<file path="config.mk">
export PLATFORM = sky130hd
export DESIGN_NAME = add_sub_seq_16b
export DESIGN_NICKNAME = d
export VERILOG_FILES = /design/src/rtl/alu_pkg.sv /design/src/rtl/cla_nibble.sv /design/src/rtl/add_sub_seq_16b.sv
export SDC_FILE = /design/constraint.sdc
export NUM_CORES = 1
export LEC_CHECK = 0
export CORE_MARGIN = 3
export CORE_UTILIZATION = 55
export DETAILED_ROUTE_END_ITERATION = 8
export GPL_TIMING_DRIVEN = 0
export PLACE_DENSITY = 0.85
export SLEW_MARGIN = 5
export SYNTH_ARGS = -nofsm -noshare
export SYNTH_HDL_FRONTEND = slang
export SYNTH_SLANG_ARGS = --single-unit
export TNS_END_PERCENT = 20
</file>
<file path="constraint.sdc">
create_clock -name clk -period 7.7 [get_ports clk]
set_input_delay 0.77 -clock clk [delete_from_list [all_inputs] [get_ports clk]]
set_output_delay 0.77 -clock clk [all_outputs]
set_load 0.1 [all_outputs]
</file>
<file path="src/rtl/alu_pkg.sv">
// alu_pkg: shared nibble width, sequencer states and add/sub opcode
package alu_pkg;
  localparam int NIB_W = 4;
  typedef enum logic [1:0] {IDLE, RUN, DONE} seq_state_t;
  typedef enum logic {OP_ADD = 1'b0, OP_SUB = 1'b1} addsub_op_t;
endpackage

</file>
<file path="src/rtl/cla_nibble.sv">
// cla_nibble: combinational 4-bit carry-lookahead adder, no subtract control
module cla_nibble (
  input  logic [3:0] a,
  input  logic [3:0] b,
  input  logic       cin,
  output logic [3:0] s,
  output logic       cout
);
  logic [3:0] g, p;
  logic [4:0] c;
  assign g = a & b;
  assign p = a ^ b;
  assign c[0] = cin;
  assign c[1] = g[0] | (p[0] & cin);
  assign c[2] = g[1] | (p[1] & g[0]) | (p[1] & p[0] & cin);
  assign c[3] = g[2] | (p[2] & g[1]) | (p[2] & p[1] & g[0]) | (p[2] & p[1] & p[0] & cin);
  assign c[4] = g[3] | (p[3] & g[2]) | (p[3] & p[2] & g[1]) | (p[3] & p[2] & p[1] & g[0])
              | (p[3] & p[2] & p[1] & p[0] & cin);
  assign s = p ^ c[3:0];
  assign cout = c[4];
endmodule

</file>
<file path="src/rtl/add_sub_seq_16b.sv">
// add_sub_seq_16b: multi-cycle add/sub, one CLA nibble per cycle LSB first
module add_sub_seq_16b
  import alu_pkg::*;
#(
  parameter int WIDTH = 16
) (
  input  logic             clk,
  input  logic             rst_n,
  input  logic             in_valid,
  output logic             in_ready,
  input  logic [WIDTH-1:0] a,
  input  logic [WIDTH-1:0] b,
  input  logic             ctrl,
  output logic             out_valid,
  input  logic             out_ready,
  output logic [WIDTH-1:0] result,
  output logic             cout,
  output logic             overflow,
  output logic             zero
);
  localparam int NIBS = WIDTH / NIB_W;
  localparam int IW = $clog2(NIBS);
  seq_state_t state, state_n;
  logic [IW-1:0] idx;
  logic [WIDTH-1:0] a_r, b_r, b_eff, res_n;
  logic c_r, nc, last, accept;
  logic [NIB_W-1:0] ns;
  // subtraction is A + ~B + 1 over the full width: invert B once, seed carry with 1
  assign b_eff = (addsub_op_t'(ctrl) == OP_SUB) ? ~b : b;
  assign in_ready = state == IDLE;
  assign out_valid = state == DONE;
  assign accept = in_ready && in_valid;
  assign last = idx == IW'(NIBS - 1);
  cla_nibble u_nib (
    .a   (a_r[idx*NIB_W +: NIB_W]),
    .b   (b_r[idx*NIB_W +: NIB_W]),
    .cin (c_r),
    .s   (ns),
    .cout(nc)
  );
  always_comb begin
    res_n = result;
    res_n[idx*NIB_W +: NIB_W] = ns;
  end
  always_comb begin
    state_n = accept ? RUN
            : (state == RUN && last) ? DONE
            : (state == DONE && out_ready) ? IDLE
            : state;
  end
  always_ff @(posedge clk or negedge rst_n) begin
    if (!rst_n) begin
      state <= IDLE;
      idx <= '0;
      a_r <= '0;
      b_r <= '0;
      c_r <= 1'b0;
      result <= '0;
      cout <= 1'b0;
      overflow <= 1'b0;
      zero <= 1'b0;
    end else begin
      state <= state_n;
      if (accept) begin
        a_r <= a;
        b_r <= b_eff;
        c_r <= ctrl;
        idx <= '0;
      end
      if (state == RUN) begin
        result <= res_n;
        c_r <= nc;
        idx <= idx + 1'b1;
        if (last) begin
          cout <= nc;
          overflow <= (a_r[WIDTH-1] == b_r[WIDTH-1]) && (res_n[WIDTH-1] != a_r[WIDTH-1]);
          zero <= res_n == '0;
        end
      end
    end
  end
endmodule

</file>
Yosys cells after proc, flatten, opt, wreduce, memory -nomap -nowiden
Cells that the tools add are included.

operators by class
  add/sub/neg operators = 2
  eq/ne operators = 5
  shifts and indexed selects = 4
  muxes and demuxes = 9
  bitwise operators = 30
  reductions and logical operators = 9

operator list
  kind                                                                      count
  4-bit negation with 34-bit output                                         1
  4-bit by 34-bit variable shift with 16-bit output (first input constant)  1
  4-bit by 34-bit variable part select with 16-bit output                   1
  16-bit by 5-bit variable part select with 4-bit output                    2
  1-bit AND                                                                 16
  16-bit bitwise mux                                                        1
  16-bit zero test                                                          1
  16-bit 2-to-1 mux                                                         1
  16-bit NOT                                                                1
  2-bit 2-to-1 mux                                                          5
  1-bit bitwise OR                                                          10
  4-bit XOR                                                                 2
  4-bit AND                                                                 1
  2-bit == test (second input constant)                                     2
  1-bit logical AND                                                         4
  3-bit nonzero test                                                        1
  2-bit by 1-bit adder with 2-bit output (second input constant)            1
  2-bit by 1-bit == test with 1-bit output (second input constant)          1
  2-bit zero test                                                           1
  1-bit 2-to-1 mux                                                          2
  2-bit AND reduction                                                       1
  2-bit nonzero test                                                        1
  1-bit == test                                                             1
  1-bit inequality test                                                     1

storage, ports and cells
  bits in registers = 56
  output and inout bits = 21
  logic and storage cells = 68

Longest topological paths before layout
  depth in word-level cells = 11
  depth in mapped cells = 8
  depth with buffers taken out = 7

Hierarchy
A second synthesis with hierarchy kept.

unflattened totals
  cell total of the unflattened synthesis = 277
  area total of the unflattened synthesis = 2,861.5 um^2

by module, submodules not included
  module           instances  cells each  area each (um^2)  seq. area each (um^2)
  add_sub_seq_16b  1          260         2,713.9           1,401.3
  cla_nibble       1          17          147.6             0.0

Worst setup path after synthesis
No wires, ideal clock.

  kind = register to register
  start point = register idx[0]
  end point = register zero
  setup time = 123 ps
  data arrival time = 2,456 ps
  required time = 7,577 ps
  setup slack = 5,121 ps
  cell stages (with the launch flop) = 9
  path buffers = 1
  cells stage by stage = dfrtp_1 > buf_4 > mux4_2 > ha_1 > a21o_1 > a21oi_1 > xnor2_1 > o21ai_1 > a32o_2

on the way
  word-level cells in the longest chain between the ends = 10
  elaborated cells between the ends (all ways) = 27
  classes of those cells = 1 x add/sub; 1 x eq/ne; 4 x shift; 1 x mux; 18 x bitwise; 2 x reduce/logical

ends and longest elaborated chain
  element                                                                           line                                          source
  start: declaration                                                                add_sub_seq_16b.sv:24                         logic [IW-1:0] idx;
  start signal: assignment                                                          add_sub_seq_16b.sv:73                         idx <= idx + 1'b1;
  16-bit by 5-bit variable part select with 4-bit output, on equally long branches  add_sub_seq_16b.sv:35, add_sub_seq_16b.sv:36
  4-bit XOR or 4-bit AND (tied branches)                                            cla_nibble.sv:12, cla_nibble.sv:11
  1-bit AND                                                                         cla_nibble.sv:16                              assign c[3] = g[2] | (p[2] & g[1]) | (p[2] & p[1] & g[0]) | (p[2] & p[1] & p[0] & cin);
  1-bit bitwise OR or 1-bit AND (tied branches) (2 in a row)                        cla_nibble.sv:16
  1-bit bitwise OR                                                                  cla_nibble.sv:16
  4-bit XOR                                                                         cla_nibble.sv:19                              assign s = p ^ c[3:0];
  4-bit by 34-bit variable part select with 16-bit output                           add_sub_seq_16b.sv:43                         res_n[idx*NIB_W +: NIB_W] = ns;
  16-bit bitwise mux                                                                add_sub_seq_16b.sv:43
  16-bit zero test                                                                  add_sub_seq_16b.sv:77                         zero <= res_n == '0;
  end signal: assignment                                                            add_sub_seq_16b.sv:61                         zero <= 1'b0;
  end signal: assignment                                                            add_sub_seq_16b.sv:77
  end: declaration                                                                  add_sub_seq_16b.sv:19                         output logic zero

Parallel ways exist; a longest one is shown, timed or not.
A chain may end at the register's enable or synchronous reset.

Worst setup path in the final report
Same ends and word-level chain as after synthesis.

==> flow_summary.html <==
<table>
<tr><th>Metric</th><th>Value</th></tr>
<tr><th colspan="2">Logic synthesis</th></tr>
<tr><td>Distinct cell type count after synthesis</td><td>39</td></tr>
<tr><td>Number of enable flip-flop cells after synthesis</td><td>0</td></tr>
<tr><td>Number of standard cells after synthesis</td><td>233</td></tr>
<tr><td>Leading post-synthesis cells by instance count</td><td>56 x sky130_fd_sc_hd__dfrtp_1, 24 x sky130_fd_sc_hd__nor2_1, 23 x sky130_fd_sc_hd__a21oi_1</td></tr>
<tr><td>Biggest area contributors in the synthesized netlist</td><td>sky130_fd_sc_hd__dfrtp_1 49%, sky130_fd_sc_hd__mux4_2 6.4%, sky130_fd_sc_hd__mux2_1 6.0%</td></tr>
<tr><td>Netlist Area Pre-Place</td><td>2840 um^2</td></tr>
<tr><td>Number of warnings issued by yosys</td><td>0</td></tr>
<tr><td>Yosys top cell by area</td><td>sky130_fd_sc_hd__dfrtp_1</td></tr>
<tr><td>Average size of a mapped cell</td><td>12.2 um^2</td></tr>
<tr><td>Most instantiated library cell after synthesis</td><td>sky130_fd_sc_hd__dfrtp_1</td></tr>
<tr><td>Portion of the post-synthesis area used by sequential elements</td><td>0.494</td></tr>
<tr><td>Post-synth top area share</td><td>0.494</td></tr>
<tr><td>Net Count, Synth</td><td>approximately 280</td></tr>
<tr><td>Flop and latch count out of synthesis</td><td>56</td></tr>
<tr><td>Share of flip-flops with an asynchronous set or reset after synthesis</td><td>1.00</td></tr>
<tr><td>Ys flop type</td><td>sky130_fd_sc_hd__dfrtp_1</td></tr>
<tr><th colspan="2">Clocking</th></tr>
<tr><td>Clock latency reported for the late side of the worst-skew pair</td><td>about 0.31 ns</td></tr>
<tr><td>Setup bufs post-CTS</td><td>0</td></tr>
<tr><td>Cts repair resizes</td><td>0</td></tr>
<tr><td>CTS Hold Buffers Added</td><td>0</td></tr>
<tr><td>CTS sink cnt</td><td>56</td></tr>
<tr><td>Cts bufs inserted</td><td>5</td></tr>
<tr><td>Clock H-tree levels</td><td>2</td></tr>
<tr><td>CTS tree</td><td>done</td></tr>
<tr><td>Clock root buffer master</td><td>sky130_fd_sc_hd__clkbuf_8</td></tr>
<tr><td>Clock transition at the registers of the reported paths</td><td>0.10 ns</td></tr>
<tr><td>Maximum clock insertion buffer count</td><td>2</td></tr>
<tr><th colspan="2">Worst setup path</th></tr>
<tr><td>Maximum single-stage delay on the critical path</td><td>0.59 ns</td></tr>
<tr><td>Kind of launch point of the worst setup path</td><td>flop</td></tr>
<tr><td>Chain of cells forming the critical path</td><td>buf_4, mux4_2, ha_1, a21o_1, a21oi_1, xnor2_1, o21ai_1, a32o_2</td></tr>
<tr><td>CP endpoint kind</td><td>flop</td></tr>
<tr><td>Timing startpoint of the critical path</td><td>idx[0]</td></tr>
<tr><td>Critical path peak fanout</td><td>10</td></tr>
<tr><td>Reg2reg start</td><td>idx[0]</td></tr>
<tr><td>Cell count of the worst reg-to-reg path</td><td>8</td></tr>
<tr><td>Endpoint of the lowest-slack register-to-register path</td><td>zero</td></tr>
<tr><td>Critical path arrival</td><td>between 3 and 4 ns</td></tr>
<tr><td>Setup slack of the worst register-to-register path</td><td>between 4 and 5 ns</td></tr>
<tr><td>Standard cell with the maximum stage delay on the critical path</td><td>sky130_fd_sc_hd__mux4_2</td></tr>
<tr><td>Critical path class</td><td>reg2reg</td></tr>
<tr><td>Critical path required time</td><td>7.90 ns</td></tr>
<tr><th colspan="2">Place</th></tr>
<tr><td>Count of input and output buffers</td><td>56</td></tr>
<tr><td>Routability congestion estimate from global placement</td><td>around 0.83</td></tr>
<tr><td>DP Wirelength</td><td>between 4000 and 5000 um</td></tr>
<tr><th colspan="2">Hold path</th></tr>
<tr><td>Type of the tightest min-delay check</td><td>in2async</td></tr>
<tr><th colspan="2">Floorplanning</th></tr>
<tr><td>Effective utilization at floorplan</td><td>0.585</td></tr>
<tr><td>Placeable core region</td><td>4850 um^2</td></tr>
<tr><td>Number of placement rows</td><td>25</td></tr>
<tr><td>DIE AREA</td><td>approximately 6000 um^2</td></tr>
<tr><td>Width of the die</td><td>77.8 um</td></tr>
<tr><td>Boundary pin count</td><td>58</td></tr>
<tr><td>Die outline height</td><td>77.8 um</td></tr>
<tr><th colspan="2">GRT</th></tr>
<tr><td>Global-route wire length before repair</td><td>roughly 10000 um</td></tr>
<tr><td>Tot GR Track Use</td><td>0.212</td></tr>
<tr><td>Remaining global-route overflow</td><td>0</td></tr>
<tr><td>Via count of the first global-routing pass</td><td>2131</td></tr>
<tr><td>Number of antenna violations at the first check in global routing</td><td>0</td></tr>
<tr><td>Largest net degree at the start of global routing</td><td>35</td></tr>
<tr><th colspan="2">STA</th></tr>
<tr><td>Number of pins exceeding their max-slew limit in the final report</td><td>0</td></tr>
<tr><td>Setup_tns</td><td>0 ns</td></tr>
<tr><td>Highest Clock Rate</td><td>between 0.3 and 0.4 GHz</td></tr>
<tr><td>Final worst clock skew</td><td>between 0.007 and 0.008 ns</td></tr>
<tr><td>Setup repair after global routing missed its margin</td><td>false</td></tr>
<tr><td>Final critical delay including setup and external delays</td><td>between 3 and 4 ns</td></tr>
<tr><td>Final setup fails</td><td>0</td></tr>
<tr><td>Max transition margin</td><td>0.335</td></tr>
<tr><td>Final hold viol count</td><td>0</td></tr>
<tr><td>Period utilization</td><td>0.401</td></tr>
<tr><td>Slew at the pin closest to its max-slew limit</td><td>0.995 ns</td></tr>
<tr><th colspan="2">Run status</th></tr>
<tr><td>Run status</td><td>finished clean</td></tr>
<tr><th colspan="2">Drt</th></tr>
<tr><td>Met2 wire length</td><td>2960 um</td></tr>
<tr><td>Met3 Routed Length</td><td>315 um</td></tr>
<tr><td>Mean routed wirelength per cell</td><td>about 16 um</td></tr>
<tr><td>Total via count in the routed design</td><td>2048</td></tr>
<tr><td>Antenna-violating nets left</td><td>0</td></tr>
<tr><td>Final wirelength</td><td>~6000 um</td></tr>
<tr><td>M1 wire length</td><td>2460 um</td></tr>
<tr><td>Top Metal Used</td><td>met4</td></tr>
<tr><td>DRC errors left</td><td>0</td></tr>
<tr><td>Number of iterations in the first detailed-routing pass</td><td>4</td></tr>
<tr><td>Via count normalized by instance count</td><td>approximately 5.6</td></tr>
<tr><td>DR iter-0 viols</td><td>103</td></tr>
<tr><th colspan="2">Final layout</th></tr>
<tr><td>Antenna cells</td><td>0</td></tr>
<tr><td>Final net count</td><td>345</td></tr>
<tr><td>Share of cells above drive strength 1</td><td>0.138</td></tr>
<tr><td>Area Overhead vs Synth</td><td>26.6%</td></tr>
<tr><th colspan="2">Flow run</th></tr>
<tr><td>Max-cap viol count</td><td>0</td></tr>
</table>
==> area by class of cell <==
| cell class | count | area (um^2) |
|---|---|---|
| sequential | 56 | 1400 |
| multi-input combinational | 161 | 1350 |
| fill | 355 | 1260 |
| timing repair buffer | 57 | 576 |
| clock buffer | 7 | 86.3 |
| tap | 67 | 83.8 |
| buffer | 11 | 63.8 |
| inverter | 5 | 18.8 |
| clock inverter | 1 | 7.51 |
==> metal layers <==
| layer | track usage | up-vias |
|---|---|---|
| met5 | 0 | - |
| met2 | 0.359 | 60 |
| met1 | 0.269 | 1015 |
| met3 | 0.0418 | 13 |
| li1 | - | 960 |
| met4 | 0.0765 | 0 |
==> worst max-delay path: cells and delay by family (launching register included) <==
kind            cells  cell delay, ns
mux                 1            0.59
buf+inv             1            0.30
compound gates      4            0.62
flops               1            0.53
xor+xnor            1            0.58
fa+ha+maj           1            0.34
==> stage by stage <==
step | cell area [um^2] | hold WS (ns) | setup WS, ns | std cells | util
floorplan | 2840 | 0.452 | 5.12 | 233 | -
global placement | 3480 | 0.463 | 4.23 | 356 | 0.718
detailed placement | 3490 | 0.471 | 4.75 | 357 | 0.721
CTS | 3590 | 0.433 | 4.68 | 365 | 0.740
global route | 3590 | 0.457 | 4.54 | 365 | 0.740
finish | 3590 | 0.425 | 4.61 | 365 | 0.740
==> cell usage in the layout, fill, tap and decap left out, types with 2 or more instances in the layout <==
cell type	n
sky130_fd_sc_hd__dfrtp_1	56
sky130_fd_sc_hd__clkdlybuf4s50_1	55
sky130_fd_sc_hd__nor2_1	24
sky130_fd_sc_hd__a21oi_1	23
sky130_fd_sc_hd__xnor2_1	17
sky130_fd_sc_hd__mux2_1	15
sky130_fd_sc_hd__a22o_1	15
sky130_fd_sc_hd__ha_1	10
sky130_fd_sc_hd__mux4_2	8
sky130_fd_sc_hd__nand2_1	8
sky130_fd_sc_hd__buf_2	7
sky130_fd_sc_hd__clkbuf_8	6
sky130_fd_sc_hd__inv_1	5
sky130_fd_sc_hd__buf_4	4
sky130_fd_sc_hd__nor2b_1	4
sky130_fd_sc_hd__nand2_2	3
sky130_fd_sc_hd__o21ai_0	3
sky130_fd_sc_hd__nor3_1	3
sky130_fd_sc_hd__o21ai_1	3
sky130_fd_sc_hd__clkbuf_1	2
sky130_fd_sc_hd__nand3_1	2
sky130_fd_sc_hd__nor4_1	2
sky130_fd_sc_hd__nor4_4	2
sky130_fd_sc_hd__mux2_2	2
==> how the worst max path moves through the flow <==
stage	end	slack, ns	cells past startpoint
floorplan	zero	5.12	8
detailed placement	zero	4.75	8
global placement	b_r[12]	4.23	1
global route	zero	4.54	8
CTS	zero	4.68	8
finish	zero	4.61	8
==> registers in the layout, indices dropped and copies added (netlist names) <==
name      count
result       16
c_r           1
overflow      1
a_r          16
zero          1
state         2
b_r          16
idx           2
cout          1
==> kinds of logic (layout without fill, tap and decap cells) <==
logic type	count (synthesis)	in the layout	synth area share
compound gates	56	56	0.138
flops	56	56	0.494
simple gates	50	50	0.0914
mux	25	25	0.131
xor+xnor	19	19	0.0653
buf+inv	16	81	0.0291
fa+ha+maj	11	11	0.0512
Power is not shown: default switching activity piles up to over one toggle a cycle in this logic, so the estimate is an artifact.
